**config.mk**
```make
export PLATFORM = sky130hd
export DESIGN_NAME = spi_flash_target_flat
export DESIGN_NICKNAME = d
export VERILOG_FILES = /design/src/rtl/spi_flash_target_if.sv /design/src/rtl/spi_flash_target.sv /design/src/flat_wrapper.sv
export SDC_FILE = /design/constraint.sdc
export NUM_CORES = 1
export LEC_CHECK = 0
export CAP_MARGIN = 20
export CORE_MARGIN = 4
export CORE_UTILIZATION = 45
export DETAILED_ROUTE_END_ITERATION = 6
export PLACE_DENSITY = 0.66
export SYNTH_ARGS = -nofsm -noshare
export SYNTH_HDL_FRONTEND = slang
export SYNTH_SLANG_ARGS = --single-unit
```
**constraint.sdc**
```tcl
create_clock -name clk_48mhz -period 3.24 [get_ports clk_48mhz]
set_input_delay 0.648 -clock clk_48mhz [delete_from_list [all_inputs] [get_ports clk_48mhz]]
set_output_delay 0.648 -clock clk_48mhz [all_outputs]
set_load 0.01 [all_outputs]
```
**src/rtl/spi_flash_target_if.sv**
```systemverilog
`timescale 1ns/1ps
// SPI pin and read-memory port bundle for the flash responder.
// "master" is the initiator/memory side, "slave" is the responder.
interface spi_flash_target_if;
    logic        spi_sck;
    logic        spi_cs;
    logic        spi_mosi;
    logic        spi_miso;
    logic        spi_miso_oe;
    logic [23:0] mem_addr;
    logic        mem_rd_en;
    logic [7:0]  mem_rd_data;

    modport master (
        output spi_sck,
        output spi_cs,
        output spi_mosi,
        output mem_rd_data,
        input  spi_miso,
        input  spi_miso_oe,
        input  mem_addr,
        input  mem_rd_en
    );

    modport slave (
        input  spi_sck,
        input  spi_cs,
        input  spi_mosi,
        input  mem_rd_data,
        output spi_miso,
        output spi_miso_oe,
        output mem_addr,
        output mem_rd_en
    );
endinterface

```
**src/rtl/spi_flash_target.sv**
```systemverilog
`timescale 1ns/1ps
// spi_flash_target: SPI mode-0 flash responder running in the 48 MHz domain.
// Oversamples SCK/CS/MOSI, answers JEDEC ID, status, read, power-down and
// release, and serves read data from a 1-cycle-latency memory port with a
// one-byte prefetch so the next byte is ready before its first SCK fall.
module spi_flash_target #(
    parameter logic [23:0] JEDEC_ID = 24'hEF4016
) (
    input  logic              clk_48mhz,
    input  logic              reset,
    spi_flash_target_if.slave bus,
    input  logic [7:0]        status_in,
    output logic              powered_down
);

    localparam logic [2:0] IDLE   = 3'd0;
    localparam logic [2:0] CMD    = 3'd1;
    localparam logic [2:0] ADDR   = 3'd2;
    localparam logic [2:0] DATA   = 3'd3;
    localparam logic [2:0] RESP   = 3'd4;
    localparam logic [2:0] IGNORE = 3'd5;

    localparam logic [7:0] OP_JEDEC_ID   = 8'h9F;
    localparam logic [7:0] OP_STATUS     = 8'h05;
    localparam logic [7:0] OP_READ       = 8'h03;
    localparam logic [7:0] OP_POWER_DOWN = 8'hB9;
    localparam logic [7:0] OP_RELEASE    = 8'hAB;

    logic        sck_meta_q, sck_meta_d;
    logic        sck_sync_q, sck_sync_d;
    logic        sck_prev_q, sck_prev_d;
    logic        cs_meta_q, cs_meta_d;
    logic        cs_sync_q, cs_sync_d;
    logic        cs_prev_q, cs_prev_d;
    logic        mosi_meta_q, mosi_meta_d;
    logic        mosi_sync_q, mosi_sync_d;
    logic [1:0]  settle_q, settle_d;

    logic [2:0]  state_q, state_d;
    logic [4:0]  bit_cnt_q, bit_cnt_d;
    logic [22:0] shift_in_q, shift_in_d;
    logic [7:0]  shift_out_q, shift_out_d;
    logic [1:0]  resp_idx_q, resp_idx_d;
    logic        resp_status_q, resp_status_d;
    logic [23:0] mem_addr_q, mem_addr_d;
    logic        mem_rd_en_q, mem_rd_en_d;
    logic        capture_q, capture_d;
    logic [7:0]  prefetch_q, prefetch_d;
    logic        powered_down_q, powered_down_d;
    logic        pd_pend_q, pd_pend_d;
    logic        pd_val_q, pd_val_d;

    logic        sck_rise;
    logic        sck_fall;
    logic        cs_rise;
    logic        cs_fall;
    logic [7:0]  cmd_byte;
    logic [23:0] addr_word;
    logic [7:0]  jedec_byte;

    // Edge detection; cs_fall is held off until the synchroniser has
    // flushed its reset levels so a reset with CS held low cannot
    // restart a transaction without a real CS falling edge.
    assign sck_rise  = sck_sync_q & ~sck_prev_q;
    assign sck_fall  = ~sck_sync_q & sck_prev_q;
    assign cs_rise   = cs_sync_q & ~cs_prev_q;
    assign cs_fall   = ~cs_sync_q & cs_prev_q & (settle_q == 2'd3);

    assign cmd_byte  = {shift_in_q[6:0], mosi_sync_q};
    assign addr_word = {shift_in_q[22:0], mosi_sync_q};

    assign bus.spi_miso    = shift_out_q[7];
    assign bus.spi_miso_oe = ((state_q == RESP) || (state_q == DATA)) && !cs_sync_q;
    assign bus.mem_addr    = mem_addr_q;
    assign bus.mem_rd_en   = mem_rd_en_q;
    assign powered_down    = powered_down_q;

    // Selects the JEDEC ID byte for the current response position; zero once exhausted.
    always_comb begin
        jedec_byte = 8'h00;
        case (resp_idx_q)
            2'd0:    jedec_byte = JEDEC_ID[23:16];
            2'd1:    jedec_byte = JEDEC_ID[15:8];
            2'd2:    jedec_byte = JEDEC_ID[7:0];
            default: jedec_byte = 8'h00;
        endcase
    end

    // Next values for the two-stage synchronisers, the edge register and the settle counter.
    always_comb begin
        sck_meta_d  = bus.spi_sck;
        sck_sync_d  = sck_meta_q;
        sck_prev_d  = sck_sync_q;
        cs_meta_d   = bus.spi_cs;
        cs_sync_d   = cs_meta_q;
        cs_prev_d   = cs_sync_q;
        mosi_meta_d = bus.spi_mosi;
        mosi_sync_d = mosi_meta_q;
        settle_d    = (settle_q == 2'd3) ? settle_q : settle_q + 2'd1;
    end

    // Protocol engine: CS release overrides everything, otherwise the
    // current state reacts to the synchronised SCK edges.
    always_comb begin
        state_d        = state_q;
        bit_cnt_d      = bit_cnt_q;
        shift_in_d     = shift_in_q;
        shift_out_d    = shift_out_q;
        resp_idx_d     = resp_idx_q;
        resp_status_d  = resp_status_q;
        mem_addr_d     = mem_addr_q;
        mem_rd_en_d    = 1'b0;
        capture_d      = mem_rd_en_q;
        prefetch_d     = capture_q ? bus.mem_rd_data : prefetch_q;
        powered_down_d = powered_down_q;
        pd_pend_d      = pd_pend_q;
        pd_val_d       = pd_val_q;

        if (cs_rise) begin
            state_d     = IDLE;
            bit_cnt_d   = 5'd0;
            shift_in_d  = 23'd0;
            shift_out_d = 8'd0;
            resp_idx_d  = 2'd0;
            if (pd_pend_q) begin
                powered_down_d = pd_val_q;
                pd_pend_d      = 1'b0;
            end
        end else begin
            case (state_q)
                IDLE: begin
                    if (cs_fall) begin
                        state_d    = CMD;
                        bit_cnt_d  = 5'd0;
                        shift_in_d = 23'd0;
                    end
                end

                CMD: begin
                    if (sck_rise) begin
                        shift_in_d = {shift_in_q[21:0], mosi_sync_q};
                        if (bit_cnt_q == 5'd7) begin
                            bit_cnt_d = 5'd0;
                            if (powered_down_q && (cmd_byte != OP_RELEASE)) begin
                                state_d = IGNORE;
                            end else begin
                                case (cmd_byte)
                                    OP_JEDEC_ID: begin
                                        state_d       = RESP;
                                        resp_status_d = 1'b0;
                                        resp_idx_d    = 2'd0;
                                    end
                                    OP_STATUS: begin
                                        state_d       = RESP;
                                        resp_status_d = 1'b1;
                                    end
                                    OP_READ: begin
                                        state_d = ADDR;
                                    end
                                    OP_POWER_DOWN: begin
                                        state_d   = IGNORE;
                                        pd_pend_d = 1'b1;
                                        pd_val_d  = 1'b1;
                                    end
                                    OP_RELEASE: begin
                                        state_d   = IGNORE;
                                        pd_pend_d = 1'b1;
                                        pd_val_d  = 1'b0;
                                    end
                                    default: begin
                                        state_d = IGNORE;
                                    end
                                endcase
                            end
                        end else begin
                            bit_cnt_d = bit_cnt_q + 5'd1;
                        end
                    end
                end

                ADDR: begin
                    if (sck_rise) begin
                        shift_in_d = {shift_in_q[21:0], mosi_sync_q};
                        if (bit_cnt_q == 5'd23) begin
                            bit_cnt_d   = 5'd0;
                            mem_addr_d  = addr_word;
                            mem_rd_en_d = 1'b1;
                            state_d     = DATA;
                        end else begin
                            bit_cnt_d = bit_cnt_q + 5'd1;
                        end
                    end
                end

                DATA: begin
                    if (sck_rise) begin
                        if (bit_cnt_q == 5'd7) begin
                            bit_cnt_d   = 5'd0;
                            mem_addr_d  = mem_addr_q + 24'd1;
                            mem_rd_en_d = 1'b1;
                        end else begin
                            bit_cnt_d = bit_cnt_q + 5'd1;
                        end
                    end
                    if (sck_fall) begin
                        if (bit_cnt_q == 5'd0) begin
                            shift_out_d = prefetch_q;
                        end else begin
                            shift_out_d = {shift_out_q[6:0], 1'b0};
                        end
                    end
                end

                RESP: begin
                    if (sck_rise) begin
                        if (bit_cnt_q == 5'd7) begin
                            bit_cnt_d = 5'd0;
                        end else begin
                            bit_cnt_d = bit_cnt_q + 5'd1;
                        end
                    end
                    if (sck_fall) begin
                        if (bit_cnt_q == 5'd0) begin
                            if (resp_status_q) begin
                                shift_out_d = status_in;
                            end else begin
                                shift_out_d = jedec_byte;
                                if (resp_idx_q != 2'd3) begin
                                    resp_idx_d = resp_idx_q + 2'd1;
                                end
                            end
                        end else begin
                            shift_out_d = {shift_out_q[6:0], 1'b0};
                        end
                    end
                end

                IGNORE: begin
                    state_d = IGNORE;
                end

                default: begin
                    state_d = IDLE;
                end
            endcase
        end
    end

    // Synchroniser registers; reset loads the idle pin levels (SCK low, CS high).
    always_ff @(posedge clk_48mhz) begin
        if (reset) begin
            sck_meta_q  <= 1'b0;
            sck_sync_q  <= 1'b0;
            sck_prev_q  <= 1'b0;
            cs_meta_q   <= 1'b1;
            cs_sync_q   <= 1'b1;
            cs_prev_q   <= 1'b1;
            mosi_meta_q <= 1'b0;
            mosi_sync_q <= 1'b0;
            settle_q    <= 2'd0;
        end else begin
            sck_meta_q  <= sck_meta_d;
            sck_sync_q  <= sck_sync_d;
            sck_prev_q  <= sck_prev_d;
            cs_meta_q   <= cs_meta_d;
            cs_sync_q   <= cs_sync_d;
            cs_prev_q   <= cs_prev_d;
            mosi_meta_q <= mosi_meta_d;
            mosi_sync_q <= mosi_sync_d;
            settle_q    <= settle_d;
        end
    end

    // Protocol state, shift registers, memory port and power-down flag.
    always_ff @(posedge clk_48mhz) begin
        if (reset) begin
            state_q        <= IDLE;
            bit_cnt_q      <= 5'd0;
            shift_in_q     <= 23'd0;
            shift_out_q    <= 8'd0;
            resp_idx_q     <= 2'd0;
            resp_status_q  <= 1'b0;
            mem_addr_q     <= 24'd0;
            mem_rd_en_q    <= 1'b0;
            capture_q      <= 1'b0;
            prefetch_q     <= 8'd0;
            powered_down_q <= 1'b0;
            pd_pend_q      <= 1'b0;
            pd_val_q       <= 1'b0;
        end else begin
            state_q        <= state_d;
            bit_cnt_q      <= bit_cnt_d;
            shift_in_q     <= shift_in_d;
            shift_out_q    <= shift_out_d;
            resp_idx_q     <= resp_idx_d;
            resp_status_q  <= resp_status_d;
            mem_addr_q     <= mem_addr_d;
            mem_rd_en_q    <= mem_rd_en_d;
            capture_q      <= capture_d;
            prefetch_q     <= prefetch_d;
            powered_down_q <= powered_down_d;
            pd_pend_q      <= pd_pend_d;
            pd_val_q       <= pd_val_d;
        end
    end

endmodule
```
**src/flat_wrapper.sv**
```systemverilog
// flat-port wrapper written by rule: the top's interface ports become plain ports
module spi_flash_target_flat 
#(
    parameter logic [23:0] JEDEC_ID = 24'hEF4016
)
  (clk_48mhz, reset, status_in, powered_down, bus_spi_sck, bus_spi_cs, bus_spi_mosi, bus_mem_rd_data, bus_spi_miso, bus_spi_miso_oe, bus_mem_addr, bus_mem_rd_en);
  spi_flash_target_if bus_i ();
  input  logic clk_48mhz;
  input  logic reset;
  input  logic [7:0] status_in;
  output logic powered_down;
  input wire logic [$bits(bus_i.spi_sck)-1:0] bus_spi_sck;
  input wire logic [$bits(bus_i.spi_cs)-1:0] bus_spi_cs;
  input wire logic [$bits(bus_i.spi_mosi)-1:0] bus_spi_mosi;
  input wire logic [$bits(bus_i.mem_rd_data)-1:0] bus_mem_rd_data;
  output wire logic [$bits(bus_i.spi_miso)-1:0] bus_spi_miso;
  output wire logic [$bits(bus_i.spi_miso_oe)-1:0] bus_spi_miso_oe;
  output wire logic [$bits(bus_i.mem_addr)-1:0] bus_mem_addr;
  output wire logic [$bits(bus_i.mem_rd_en)-1:0] bus_mem_rd_en;
  assign bus_i.spi_sck = bus_spi_sck;
  assign bus_i.spi_cs = bus_spi_cs;
  assign bus_i.spi_mosi = bus_spi_mosi;
  assign bus_i.mem_rd_data = bus_mem_rd_data;
  assign bus_spi_miso = bus_i.spi_miso;
  assign bus_spi_miso_oe = bus_i.spi_miso_oe;
  assign bus_mem_addr = bus_i.mem_addr;
  assign bus_mem_rd_en = bus_i.mem_rd_en;
  spi_flash_target #(.JEDEC_ID(JEDEC_ID)) u_core (.clk_48mhz(clk_48mhz), .reset(reset), .bus(bus_i), .status_in(status_in), .powered_down(powered_down));
endmodule
```
==> results.toml, run 1 <==
[yosys]
synthSimpleGateAreaFrac_pct = 27.4
yosysWarnings = 0
synth_xor_xnor_area_share_pct = 1.30
synth-edff-count = 0
synth.avg_cell_area_um2 = 8.06
synth_area_mm2 = 0.00471
synth_nets = 614
synth_top_family_by_area = "simple AND/OR/NAND/NOR gates"
ys_types = 70
synthCells = 585
muxShareOfSynthArea_pct = 2.55
synth-adder-area-share_pct = 2.12
synth_compound_area_share_pct = 23.6
synthFlopType = "dfxtp_1"
seq_area_frac_synth_pct = 37.8
synth_seq_cells = 89
async_reset_ff_share_pct = 0

[status]
status = "completed"

[timing]
rsz0062_at_grt = "false"
maxSlewHeadroom_pct = 39.6
min_period_over_period_pct = 83.8
holdWs_ns = 0.425
skew_ns = 0.00715
slew_viol_final = 0
fmax_ghz = 0.368
final-hold-violation-count = 0
setup_viol = 0
fin_tns_setup_ns = 0
timing.final.crit_period_ns = 2.72
worstMarginPinSlew_ns = 0.907

[drt]
drc = 0
highest_layer = "met4"
postRouteAntennaNets = 0
vias = 4399
dr_wl_met3_um = 775
wl_mm = 12.1
post_drt_wl_per_cell_um = 16.2
wl_met2_mm = 5.25
first_iter_violations = 362
viasPerCell = 5.87
drtPass1Iterations = 5
wl_met1_mm = 5.85

[placed_design]
port_buffers = 48
gp_congestion = 0.893
dp.cells = 734
dp_hpwl_mm = 8.35

[setup_path]
start_kind = "flop"
worstPathArrival_ns = 2.07
crit_fanout = 15
worstSetupPathType = "reg -> out"
cp-end-kind = "output port"
worstPathRequired_ns = 2.59
cpPeakStageDelay_ns = 0.55
crit_chain = "nor2_2 > nand2_1 > a21oi_1 > clkdlybuf4s50_1"
cp_slowest_cell = "clkdlybuf4s50_1"

[power]
clkPwrFrac_pct = 39.6
p_comb_share_pct = 4.3
power_switching_uw = 477
p_leak_uw = 0.00179
p_sw_share_pct = 24.1
intPower_uw = 1500
ir_drop_mv = 0.223
power_density_mw_per_mm2 = 366
p_seq_share_pct = 56.0

[cts]
cts.sink_count = 89
cts_tree = "done"
cts_buffers = 9
cts_hold_buf = 0
clockBufferDepth = 2
cts_resized = 0
cts_setup_buffers = 0
cts_max_level = 3
clkTransAtPathRegs_ns = 0.10
clk_latency_ns = 0.36
root_buffer = "clkbuf_8"

[die]
rows = 37
dieWidth_um = 110
die_y_um = 110
start_util_pct = 45.9
coreArea_mm2 = 0.0103
io_pins = 49
dieArea_mm2 = 0.0122

[worst_hold_path]
holdCritPathClass = "reg -> reg"

[cells_and_area]
multi_input_area_mm2 = 0.00268
diodes = 0
areaGrowthSynthToFinish_pct = 14.8
stdcell_count = 750
nNetsFinal = 638
ff_latch_area_mm2 = 0.00178
fillers = 979
drive_gt1_share_pct = 8.96

[global_route]
grt_overflow_total = 0
grt_pass1_vias = 4021
grt_use_total_pct = 20.8
antenna_found_initial = 0
grt_pass1_wl_mm = 20.1
grt_max_degree = 43

[flow_run]
maxCapViolations = 0
==> placed cells by master (no fill, tap or decap), types with 9 or more instances in the layout <==
cell	n
clkdlybuf4s50_1	47
a21oi_1	75
o21ai_0	30
nor3_1	16
nor2b_1	12
a211oi_1	9
clkbuf_8	9
buf_4	9
dfxtp_1	89
nand2_1	67
mux2i_1	12
nand3_1	39
inv_1	9
nor2_1	45
==> stage by stage <==
step           worst slack (ns)  power [uW]  area (um^2)  utilization (%)
2_1_floorplan              1.37        1180         4710                -
3_3_place_gp              0.949        1220         5210             50.7
3_5_place_dp              0.835        1220         5210             50.7
4_1_cts                   0.505        1990         5410             52.7
5_1_grt                   0.359        2050         5410             52.7
6_report                  0.525        1980         5410             52.7
==> cell usage after synthesis, types with 6 or more instances <==
cell type,instances,area [um^2]
ha_1,8,100
nor2b_1,12,75.1
and2_1,6,37.5
o31ai_1,7,52.6
dfxtp_1,89,1780
nand4_1,7,43.8
a31oi_1,8,50.1
mux2i_1,12,120
o21ai_0,30,150
clkbuf_1,19,71.3
nor2_1,45,169
a211oi_1,9,67.6
a21o_1,6,45.0
nand2_1,67,251
inv_1,9,33.8
nand3_1,39,195
buf_2,14,70.1
a21oi_1,75,375
nor3_1,16,80.1
==> worst max-delay path, delay by kind of cell (launching register included) <==
family          cells  cell delay, ns
compound gates      1            0.19
buf+inv             1            0.55
flops               1            0.50
simple gates        2            0.45
==> cell families (layout without fill, tap and decap cells) <==
family	Yosys count	after routing
xor gates and xnor gates	7	7
AOI/OAI and AO/OA	176	176
buffers and inverters	53	82
DFF	89	89
and+or+nand+nor	240	240
adders and majority gates	8	8
muxes	12	12
==> final timing paths <==
kind | start | to | slack [ns] | depth (start not counted)
setup / recovery | u_core.state_q[0] | bus_spi_miso_oe | 0.52 | 4
hold / removal | u_core.cs_meta_q | u_core.cs_prev_d | 0.43 | 1
setup reg to reg | u_core.state_q[1] | u_core.bus.mem_addr[1] | 0.79 | 7
hold reg to reg | u_core.cs_meta_q | u_core.cs_prev_d | 0.43 | 1
==> final cells by class <==
type / instances / share of cell area (%)
Multi-Input combinational cell: 443 / 49.6
Sequential cell: 89 / 32.9
Inverter: 9 / 0.624
Clock inverter: 7 / 1.43
Timing Repair Buffer: 57 / 10.0
Clock buffer: 9 / 2.29
Tap cell: 136 / 3.14
==> flip-flops by register name, summed over array words and instances, names as in the netlist, 2 cells and up <==
name / count
u_core.shift_in_q: 23
u_core.bus.mem_addr: 24
u_core.bit_cnt_q: 5
u_core.shift_out_q: 8
u_core.resp_idx_q: 2
u_core.prefetch_q: 8
u_core.settle_q: 2
u_core.state_q: 3
==> power by group through the flow <==
stage	logic, uW	registers [uW]	clock network [uW]
floorplan	50.2	1130	0
detailed placement	85.3	1140	0
CTS	85.9	1110	796
global route	95.6	1110	839
finish	85.5	1110	785
global placement	84.6	1140	0
==> metal layers <==
metal  global-route usage [%]  up-vias
li1                         -     2175
met1                     30.1     2061
met2                     30.5      142
met3                     3.73       21
met4                     8.09        0
met5                        0        -
Power figures use the tool's default switching activity.
==> inputs of run 2 (changes only) <==
PLACE_DENSITY = 0.68   (was 0.66)
clock period = 2.2 ns   (was 3.24 ns; I/O delays follow)
==> results.toml, run 2 (synthesis results as in run 1) <==
[setup_path]
cp-end-kind = "output port"
start_kind = "flop"
critPathTopFamily = "buffers and inverters"
worstPathArrival_ns = 1.47
worst-path-buf-inv = 1
cpPeakStageDelay_ns = 0.60
cp.depth = 1
worstSetupPathType = "reg -> out"
r2r_cells = 7
crit_chain = "clkdlybuf4s50_1"
crit_fanout = 9
cp_slowest_cell = "clkdlybuf4s50_1"
worstPathRequired_ns = 1.76

[placed_design]
port_buffers = 48
dp_hpwl_mm = 8.81
gp_congestion = 0.861

[die]
start_util_pct = 45.9
die_y_um = 110
rows = 37
dieArea_mm2 = 0.0122
dieWidth_um = 110
io_pins = 49
coreArea_mm2 = 0.0103

[cts]
clk_latency_ns = 0.37
cts_buffers = 9
cts_hold_buf = 0
clkTransAtPathRegs_ns = 0.09
cts_setup_buffers = 0
cts_max_level = 3
clockBufferDepth = 2
cts_tree = "done"
cts.sink_count = 89
root_buffer = "clkbuf_8"

[drt]
vias = 4441
postRouteAntennaNets = 0
viasPerCell = 5.84
first_iter_violations = 360
wl_mm = 12.3
post_drt_wl_per_cell_um = 16.1
drtPass1Iterations = 7
drc = 0

[cells_and_area]
areaGrowthSynthToFinish_pct = 17.1
nNetsFinal = 650
largest_register_ff_count = 24
diodes = 0
layout_commonest_cell = "dfxtp_1"
layout_common_cells = "dfxtp_1 (88), a21oi_1 (74), nand2_1 (67)"
drive_gt1_share_pct = 10.6

[power]
power_density_mw_per_mm2 = 525
p_total_uw = 2900
ir_drop_mv = 0.248
p_leak_uw = 0.00186

[timing]
fmax_ghz = 0.524
min_period_over_period_pct = 86.8
fin_tns_setup_ns = 0
slew_viol_final = 0
maxSlewHeadroom_pct = 59.5
rsz0062_at_grt = "false"
skew_ns = 0.0103
final-hold-violation-count = 0
worstMarginPinSlew_ns = 0.599
timing.final.crit_period_ns = 1.91
setup_viol = 0

[global_route]
grt_use_total_pct = 20.9
grt_pass1_wl_mm = 20.1
grt_overflow_total = 0
grt_max_degree = 43
grt_pass1_vias = 4145
antenna_found_initial = 0

[flow_run]
maxCapViolations = 0

[worst_hold_path]
min_path_cells = 1
holdCritPathClass = "reg -> reg"

[status]
status = "completed"
-- run 2: cell types whose count changed in the layout (fill, tap and decap cells not counted), moves of 2 or more --
| cell | previous run | this run |
|---|---|---|
| buf_4 | 9 | 19 |
| clkinv_4 | 2 | 0 |
| clkbuf_1 | 0 | 2 |
| buf_12 | 0 | 2 |
-- run 2: what timing repair did --
action	CTS	global route
resized for setup	1	2
cloned	0	0
endpoints found under the hold margin	0	0
endpoints found under the setup margin	1	1
-- run 2: final cells by class --
cell class,count,area (um^2)
Inverter,9,33.8
Timing Repair Buffer,69,661
Clock inverter,4,53.8
Multi-Input combinational cell,443,2690
Clock buffer,11,131
Sequential cell,89,1780
Fill cell,973,4760
Tap cell,136,170
-- run 2: worst paths after layout --
kind	start	endpoint	slack (ns)
max	u_core.bus.mem_addr[14]	bus_mem_addr[14]	0.29
min	u_core.cs_meta_q	u_core.cs_prev_d	0.41
max reg2reg	u_core.bit_cnt_q[0]	u_core.bus.mem_addr[13]	0.30
min reg2reg	u_core.cs_meta_q	u_core.cs_prev_d	0.41
-- run 2: routing by layer --
metal	vias up	global-route usage [%]	wire (um)
met1	2084	29.5	5780
met2	141	32.1	5550
met3	21	4.83	781
li1	2195	-	-
met4	0	5.45	166
met5	-	0	0
-- run 2: stage by stage --
stage / area (um^2) / std cells / util (%) / setup slack [ns] / hold slack [ns]
5_1_grt: 5520 / 761 / 53.7 / 0.115 / 0.427
3_3_place_gp: 5330 / 746 / 51.8 / 0.371 / 0.399
6_report: 5520 / 761 / 53.7 / 0.291 / 0.415
4_1_cts: 5510 / 761 / 53.6 / 0.00200 / 0.414
2_1_floorplan: 4710 / 585 / - / 0.489 / 0.389
3_5_place_dp: 5330 / 746 / 51.8 / 0.298 / 0.393
-- run 2: power by group --
part / internal [uW] / switching (uW) / total [uW]
sequential: 1620 / 11.0 / 1640
combinational: 61.8 / 68.7 / 131
clock: 524 / 606 / 1130
